[src/rtl/load_store_unit.sv]
`default_nettype none
// +--------------------------------------------------------------------------+
// | Module      : load_store_unit                                            |
// | Description : RV32 byte-addressed load/store front-end for a word-       |
// |               addressed data memory (sync write, async read). Sub-word   |
// |               stores use read-modify-write; loads are extended; bad      |
// |               funct3 or misaligned requests answer with an error.        |
// | Revision    : 1.0 - initial release                                      |
// +--------------------------------------------------------------------------+
module load_store_unit #(
   parameter int P_ADDR_WIDTH = 8,
   parameter int P_XLEN       = 32
) (
   input  logic                    i_clk,
   input  logic                    i_rst_n,
   input  logic                    i_req_valid,
   output logic                    o_req_ready,
   input  logic                    i_req_we,
   input  logic [2:0]              i_req_funct3,
   input  logic [P_XLEN-1:0]       i_req_addr,
   input  logic [P_XLEN-1:0]       i_req_wdata,
   output logic                    o_rsp_valid,
   output logic [P_XLEN-1:0]       o_rsp_rdata,
   output logic                    o_rsp_err,
   output logic                    o_mem_we,
   output logic [P_ADDR_WIDTH-1:0] o_mem_addr,
   output logic [P_XLEN-1:0]       o_mem_wdata,
   input  logic [P_XLEN-1:0]       i_mem_rdata
);

   typedef enum logic [2:0] {
      S_IDLE  = 3'd0,
      S_LOAD  = 3'd1,
      S_MERGE = 3'd2,
      S_WRITE = 3'd3,
      S_ERR   = 3'd4,
      S_RESP  = 3'd5
   } state_t;

   state_t                  state_q;
   logic [2:0]              funct3_q;
   logic [P_ADDR_WIDTH+1:0] addr_q;       // word address plus byte offset
   logic [15:0]             wdata_q;      // only sub-word stores need the saved data
   logic [P_XLEN-1:0]       mem_wdata_q;
   logic                    rsp_valid_q;
   logic [P_XLEN-1:0]       rsp_rdata_q;
   logic                    rsp_err_q;

   logic                    w_legal;
   logic                    w_misaligned;
   logic                    w_req_err;
   logic [7:0]              w_byte;
   logic [15:0]             w_half;
   logic [P_XLEN-1:0]       load_rdata_d;
   logic [P_XLEN-1:0]       merged_d;

   // Address bits above the memory size are deliberately discarded (wrap-around)
   logic                    w_unused_addr_hi;
   assign w_unused_addr_hi = ^i_req_addr[P_XLEN-1:P_ADDR_WIDTH+2];

   // Classify the incoming request: legal funct3 for its direction, and alignment
   always_comb begin
      w_legal = 1'b0;
      if (i_req_we) begin
         w_legal = (i_req_funct3 == 3'b000) || (i_req_funct3 == 3'b001) ||
                   (i_req_funct3 == 3'b010);
      end else begin
         w_legal = (i_req_funct3 == 3'b000) || (i_req_funct3 == 3'b001) ||
                   (i_req_funct3 == 3'b010) || (i_req_funct3 == 3'b100) ||
                   (i_req_funct3 == 3'b101);
      end
      w_misaligned = ((i_req_funct3[1:0] == 2'b01) && i_req_addr[0]) ||
                     ((i_req_funct3[1:0] == 2'b10) && (i_req_addr[1:0] != 2'b00));
      w_req_err    = !w_legal || w_misaligned;
   end

   // Select the addressed lane of the read word and extend it for the load result
   always_comb begin
      w_byte       = i_mem_rdata[{addr_q[1:0], 3'b000} +: 8];
      w_half       = addr_q[1] ? i_mem_rdata[31:16] : i_mem_rdata[15:0];
      load_rdata_d = i_mem_rdata;
      case (funct3_q[1:0])
         2'b00:   load_rdata_d = {{24{w_byte[7] & ~funct3_q[2]}}, w_byte};
         2'b01:   load_rdata_d = {{16{w_half[15] & ~funct3_q[2]}}, w_half};
         default: load_rdata_d = i_mem_rdata;
      endcase
   end

   // Replace the addressed byte/half lanes of the read word with the store data
   always_comb begin
      merged_d = i_mem_rdata;
      if (funct3_q[1:0] == 2'b00) begin
         merged_d[{addr_q[1:0], 3'b000} +: 8] = wdata_q[7:0];
      end else if (addr_q[1]) begin
         merged_d[31:16] = wdata_q;
      end else begin
         merged_d[15:0]  = wdata_q;
      end
   end

   // Request sequencer: accept, access memory, then present a one-cycle response
   always_ff @(posedge i_clk) begin
      if (!i_rst_n) begin
         state_q     <= S_IDLE;
         funct3_q    <= 3'b000;
         addr_q      <= '0;
         wdata_q     <= 16'h0000;
         mem_wdata_q <= '0;
         rsp_valid_q <= 1'b0;
         rsp_rdata_q <= '0;
         rsp_err_q   <= 1'b0;
      end else begin
         rsp_valid_q <= 1'b0;
         case (state_q)
            S_IDLE: begin
               if (i_req_valid) begin
                  funct3_q <= i_req_funct3;
                  addr_q   <= i_req_addr[P_ADDR_WIDTH+1:0];
                  wdata_q  <= i_req_wdata[15:0];
                  if (w_req_err) begin
                     state_q <= S_ERR;
                  end else if (!i_req_we) begin
                     state_q <= S_LOAD;
                  end else if (i_req_funct3[1:0] == 2'b10) begin
                     mem_wdata_q <= i_req_wdata;
                     state_q     <= S_WRITE;
                  end else begin
                     state_q <= S_MERGE;
                  end
               end
            end
            S_LOAD: begin
               rsp_rdata_q <= load_rdata_d;
               rsp_err_q   <= 1'b0;
               rsp_valid_q <= 1'b1;
               state_q     <= S_RESP;
            end
            S_MERGE: begin
               mem_wdata_q <= merged_d;
               state_q     <= S_WRITE;
            end
            S_WRITE: begin
               rsp_rdata_q <= '0;
               rsp_err_q   <= 1'b0;
               rsp_valid_q <= 1'b1;
               state_q     <= S_RESP;
            end
            S_ERR: begin
               rsp_rdata_q <= '0;
               rsp_err_q   <= 1'b1;
               rsp_valid_q <= 1'b1;
               state_q     <= S_RESP;
            end
            S_RESP: begin
               state_q <= S_IDLE;
            end
            default: begin
               state_q <= S_IDLE;
            end
         endcase
      end
   end

   assign o_req_ready = (state_q == S_IDLE);
   assign o_rsp_valid = rsp_valid_q;
   assign o_rsp_rdata = rsp_rdata_q;
   assign o_rsp_err   = rsp_err_q;
   // Gated by reset so that a reset edge never coincides with a memory write
   assign o_mem_we    = (state_q == S_WRITE) && i_rst_n;
   assign o_mem_addr  = addr_q[P_ADDR_WIDTH+1:2];
   assign o_mem_wdata = mem_wdata_q;

endmodule
`default_nettype wire

[config.mk]
export PLATFORM = sky130hd
export DESIGN_NAME = load_store_unit
export DESIGN_NICKNAME = d
export VERILOG_FILES = /design/src/rtl/load_store_unit.sv
export SDC_FILE = /design/constraint.sdc
export NUM_CORES = 1
export LEC_CHECK = 0
export BUFFER_PORTS_ARGS = -buffer_cell sky130_fd_sc_hd__buf_4
export CAP_MARGIN = 20
export CORE_MARGIN = 1
export CORE_UTILIZATION = 50
export CTS_CLUSTER_DIAMETER = 40
export DETAILED_ROUTE_END_ITERATION = 12
export PLACE_DENSITY = 0.85
export SYNTH_ARGS = -nofsm -noshare
export SYNTH_HDL_FRONTEND = slang
export SYNTH_SLANG_ARGS = --single-unit
[constraint.sdc]
create_clock -name i_clk -period 2.8 [get_ports i_clk]
set_clock_uncertainty 0.2 [all_clocks]
set_input_delay 0.14 -clock i_clk [delete_from_list [all_inputs] [get_ports i_clk]]
set_output_delay 0.14 -clock i_clk [all_outputs]
set_load 0.02 [all_outputs]
======== After elaboration in Yosys (flattened, before gate mapping) ========
Cells that the tools add are included.
storage, ports and cells
  register bits after elaboration ......... 98
  input bits .............................. 103
  output and inout port bits .............. 76
  logic and storage cells ................. 72
operators by class
  add/sub/neg operators ................... 1
  equality and inequality tests ........... 15
  shifts and indexed selects .............. 3
  mux-type cells .......................... 20
  bitwise logic cells ..................... 3
  reduce and logical (&&, ||, !) cells .... 22
operators with widths
  cell                                                   count
  one-hot mux 32 bit (2 select lines)                    3
  two-way mux 32 bit                                     5
  two-way mux 16 bit                                     3
  bitwise mux 32 bit                                     1
  variable shift 8 x 7 -> 32 bit, first input constant   1
  variable part select 32 x 6 -> 8 bit                   1
  variable part select 8 x 7 -> 32 bit                   1
  == test 3 x 2 -> 1 bit, second input constant          3
  == test 3 bit, second input constant                   3
  one-hot mux 3 bit (3 select lines)                     1
  nonzero test 2 bit                                     4
  negator 5 -> 7 bit                                     1
  == test 3 x 1 -> 1 bit, second input constant          2
  logical NOT 3 bit                                      2
  logical OR 1 bit                                       6
  two-way mux 3 bit                                      2
  AND reduction 5 bit                                    1
  == test 2 x 1 -> 1 bit, second input constant          2
  inequality test 2 x 1 -> 1 bit, second input constant  2
  inequality test 2 bit, second input constant           2
  OR reduction 2 bit                                     2
  logical AND 1 bit                                      3
  two-way mux 1 bit                                      3
  OR reduction 3 bit                                     1
  8 further kinds                                        9

======== Depth between registers and ports, before layout ========
  word-level depth ........................ 11
  gate-level depth with buffers ........... 9
  gate-level depth less buffers ........... 6

======== Worst setup path after synthesis ========
OpenSTA, ideal clock, no wires.
  path type ............................... register to register
  start ................................... register addr_q[1]
  end ..................................... register mem_wdata_q[0] (netlist: o_mem_wdata[0])
  setup time .............................. 78 ps
  arrival ................................. 2233 ps
  required time ........................... 2522 ps
  path slack .............................. 289 ps
  cell stages (with the launch flop) ...... 9
  buffers on the path ..................... 2
  period minus slack after synthesis ...... 2511 ps
  cell sequence ........................... dfxtp_1 buf_2 buf_4 inv_1 ha_1 or3b_2 o221ai_2 o211ai_1 a32oi_1
between the ends
  word-level cells in the longest chain between the ends .. 5
  elaborated cells between the ends (all ways) .. 7
  classes of those cells .................. 1 x add/sub; 2 x shift; 4 x mux
RTL lines
  item                                                                                    RTL line  source
  start, declared                                                                         42        logic [P_ADDR_WIDTH+1:0] addr_q;
  start signal, assigned                                                                  118       addr_q <= i_req_addr[P_ADDR_WIDTH+1:0];
  negator 5 -> 7 bit                                                                      93        merged_d[{addr_q[1:0], 3'b000} +: 8] = wdata_q[7:0];
  variable part select 8 x 7 -> 32 bit or variable shift 8 x 7 -> 32 bit (tied branches)  93
  bitwise mux 32 bit                                                                      93
  two-way mux 32 bit *                                                                    92        if (funct3_q[1:0] == 2'b00) begin
  one-hot mux 32 bit (2 select lines) *                                                   114       case (state_q)
  end signal, assigned                                                                    125       mem_wdata_q <= i_req_wdata;
  end signal, assigned                                                                    139       mem_wdata_q <= merged_d;
  end, declared                                                                           44        logic [P_XLEN-1:0] mem_wdata_q;
Every way passes the cells marked *; elsewhere a longest branch is shown, timed or not.
A chain may end at the register's enable or synchronous reset.

======== Worst setup path in the final report ========
  start ................................... register state_q[2]
  end ..................................... register mem_wdata_q[23] (netlist: o_mem_wdata[23])
between the ends
  word-level cells in the longest chain between the ends .. 3
  elaborated cells between the ends (all ways) .. 9
  classes of those cells .................. 5 x eq/ne; 1 x mux; 3 x reduce/logical
RTL lines
  item                                                              RTL line  source
  start, declared                                                   40        state_t state_q;
  start signal, assigned                                            104       state_q <= S_IDLE;
  start signal, assigned                                            121       state_q <= S_ERR;
  start signal, assigned                                            123       state_q <= S_LOAD;
  logical NOT 3 bit or == test 3 x 2 -> 1 bit (tied branches)       114
  inequality test 2 x 1 -> 1 bit (no line) (tied with other cells)  --
  AND reduction 5 bit (no line)                                     --
Several ways; a longest one is shown, not always the timed one.

==> flow_summary.json <==
{
  "grtUsageTotal": 0.327,
  "yosys_warnings": 0,
  "worstSetupEndpoint": "o_mem_wdata[23]",
  "synth-seq-area-share": 0.369,
  "cts_tree": "yes",
  "swShare": 0.370,
  "wirelength_mm": 18.0,
  "finalCriticalPeriod_ps": 2660,
  "multi_input_area_mm2": 0.00293,
  "synth_area_mm2": 0.00532,
  "place_ws_ps": 338,
  "combPwrFrac": 0.399,
  "drt_iter0_markers": 511,
  "r2r-start": "state_q[2]",
  "synth-edff-count": 0,
  "vias_per_cell": 6.14,
  "path_clk_slew_ps": 90,
  "setup_tns_ps": 0,
  "synth_ff_type": "dfxtp_1",
  "numCtsBuffers": 9,
  "grt_pass1_wl_mm": 28.2,
  "cp_common_cell": "buf_4",
  "synth.avg_cell_area_um2": 8.85,
  "final_hold_viol_count": 0,
  "synthTopCellsByArea": "dfxtp_1 (37%), nand2_1 (5.4%), o211ai_1 (5.2%)",
  "n_antenna_cell": 0,
  "synth_seq_cells": 98,
  "hpwl_mm": 12.3,
  "dr.pass1.iters": 6,
  "clk_latency_ps": 370,
  "finalCritPeriodShare": 0.950,
  "max_clock_freq_ghz": 0.376,
  "crit_start": "state_q[2]",
  "die_x_um": 105,
  "setup_viol": 0,
  "r2r-end": "o_mem_wdata[23]",
  "row_count": 37,
  "root_buffer": "clkbuf_8",
  "end_kind": "flop",
  "die_area_mm2": 0.0111,
  "seq_power_share": 0.399,
  "final_cell_area_mm2": 0.00743,
  "initial_core_util": 0.515,
  "p_clk_frac": 0.203,
  "io_buffers": 156,
  "p_int_mw": 2.82,
  "postPlaceCellArea_mm2": 0.00650,
  "synthCells": 601,
  "path_depth": 7,
  "ir_worst_vdd_mv": 0.322,
  "slew_headroom": 0.466,
  "critPathBufInv": 3,
  "io_pins": 179,
  "p_sw_mw": 1.65,
  "antenna_found_initial": 0,
  "start_kind": "flop",
  "synth_nets": 709,
  "grt_pass1_vias": 5473,
  "total_leakage_power_nw": 2.95,
  "r2r_slack_ps": 140,
  "cp.arrival_ps": 2710,
  "drive_above_1_share": 0.276,
  "final_max_slew_viol_count": 0,
  "vias": 5787,
  "routed-wl-met3_mm": 1.52,
  "grt_setup_unrepaired": "false",
  "regArea_mm2": 0.00196,
  "ys_top_cells_by_count": "dfxtp_1 (98), nand2_1 (77), a21oi_1 (47), o211ai_1 (37), o21ai_0 (27)",
  "crit_chain": "buf_4, nand4bb_1, or2_1, buf_4, o211ai_1, dlygate4sd3_1, a32oi_1",
  "met2_length_mm": 8.71,
  "wl_per_cell_um": 19.0,
  "critPathMaxFanout": 24,
  "fp.dieH_um": 105,
  "finalNetCount": 911,
  "final_util": 0.720,
  "hold_path_class": "primary input to flop",
  "tightestPinTransition_ps": 800,
  "fill_cells": 737,
  "area_growth_pct": 39.6,
  "hold_slack_ps": 17.9,
  "post-route-drc-count": 0,
  "ant_nets": 0,
  "async_flop_share": 0,
  "place.gp.congestion": 0.863,
  "yosysMostFrequentCell": "dfxtp_1",
  "path_delay_family": "buffers and inverters",
  "r2r.worst_path.cells": 7,
  "critPathKind": "flop to flop",
  "cts_max_level": 3,
  "post_cts_buffers": 0,
  "yosysTopAreaCell": "dfxtp_1",
  "ys_types": 61,
  "worst_slack_ps": 140,
  "cts.sinks": 98,
  "status": "completed",
  "cp_slowest_stage_delay_ps": 570,
  "core_area_mm2": 0.0103,
  "required_ps": 2850,
  "cts_buffer_depth": 2,
  "cp_slowest_cell": "dlygate4sd3_1",
  "yosys.area.top_type_share": 0.369,
  "m1WireLength_mm": 6.99,
  "grt_max_degree": 45,
  "grt_overflow_total": 0,
  "maxCapViolations": 0,
  "highest_layer": "met4",
  "power.density_mw_per_mm2": 602
}
[how the worst min path moves through the flow]
stage	endpoint	slack [ps]	from	cells past startpoint
6_report	o_rsp_rdata[15]	20	i_mem_rdata[15]	4
5_1_grt	o_rsp_rdata[15]	40	i_mem_rdata[15]	4
4_1_cts	o_rsp_rdata[15]	6	i_mem_rdata[15]	4
3_5_place_dp	addr_q[5]	200	i_req_addr[5]	3
3_3_place_gp	addr_q[8]	190	i_req_addr[8]	3
2_1_floorplan	addr_q[2]	80	i_req_addr[2]	2
[placed cells by master (no fill, tap or decap), types with 3 or more instances in the layout]
| cell type | netlist | layout |
|---|---|---|
| ha_1 | 5 | 5 |
| nor2_1 | 7 | 7 |
| nor2b_1 | 18 | 18 |
| mux2i_1 | 16 | 16 |
| nand2_1 | 77 | 77 |
| mux2_2 | 15 | 15 |
| nand2b_1 | 10 | 10 |
| o2111ai_1 | 4 | 4 |
| a2111o_1 | 16 | 16 |
| inv_1 | 21 | 20 |
| clkbuf_8 | 0 | 10 |
| clkbuf_1 | 25 | 3 |
| a2bb2oi_1 | 16 | 16 |
| a31oi_1 | 12 | 12 |
| and3_1 | 4 | 4 |
| dfxtp_1 | 98 | 98 |
| a32oi_1 | 16 | 16 |
| o21a_1 | 8 | 8 |
| or3_1 | 4 | 4 |
| o21ai_0 | 27 | 27 |
| nand3_1 | 13 | 13 |
| a22oi_1 | 16 | 16 |
| a21o_1 | 9 | 9 |
| a21oi_1 | 47 | 47 |
| or2_1 | 3 | 3 |
| dlygate4sd3_1 | 0 | 74 |
| o211ai_1 | 37 | 37 |
| o221ai_1 | 7 | 7 |
| buf_4 | 16 | 178 |
[worst register-to-register path: stages (launching register included)]
cell,delay [ps]
dfxtp_1,320
buf_4,180
nand4bb_1,430
or2_1,370
buf_4,220
o211ai_1,170
dlygate4sd3_1,570
a32oi_1,90
[power by group through the flow]
stage / registers (mW) / clock network, mW / logic (mW)
floorplan: 1.95 / 0 / 0.879
global placement: 1.80 / 0 / 1.62
detailed placement: 1.81 / 0 / 1.65
CTS: 1.78 / 0.918 / 1.74
global route: 1.81 / 0.978 / 1.91
finish: 1.79 / 0.906 / 1.78
[timing repair]
item,in CTS,in global routing
hold buffers,74,0
resized for setup,0,0
endpoints found under the hold margin,89,0
[area by class of cell]
type / instances / area share
Sequential cell: 98 / 0.264
Clock buffer: 13 / 0.0200
Tap cell: 136 / 0.0229
Timing Repair Buffer: 253 / 0.282
Multi-Input combinational cell: 420 / 0.395
Inverter: 21 / 0.0106
Clock inverter: 2 / 0.00505
[logic make-up after synthesis]
group,count (synthesis),synth area share
AO/OA/AOI/OAI,230,0.322
adder cells (fa/ha/maj),5,0.0118
buffers and inverters,83,0.0799
flip-flops,98,0.369
multiplexers,32,0.0661
AND/OR/NAND/NOR,153,0.152
[per-stage QoR]
stage | std cells | power (mW)
finish | 943 | 4.47
floorplan | 601 | 2.83
global route | 943 | 4.69
detailed placement | 854 | 3.46
global placement | 854 | 3.41
CTS | 943 | 4.44
[sequential cells by signal, indices dropped and copies added (netlist names)]
name,cells
o_mem_wdata,32
funct3_q,3
addr_q,10
o_rsp_rdata,32
wdata_q,16
state_q,3
o_rsp_err,1
o_rsp_valid,1
[metal layers]
metal / vias to the layer above / global-route usage
met1: 2705 / 0.408
met5: - / 0
met3: 71 / 0.0524
met2: 377 / 0.546
met4: 0 / 0.161
li1: 2634 / -
Note: power is estimated with default switching activity, not from simulation.
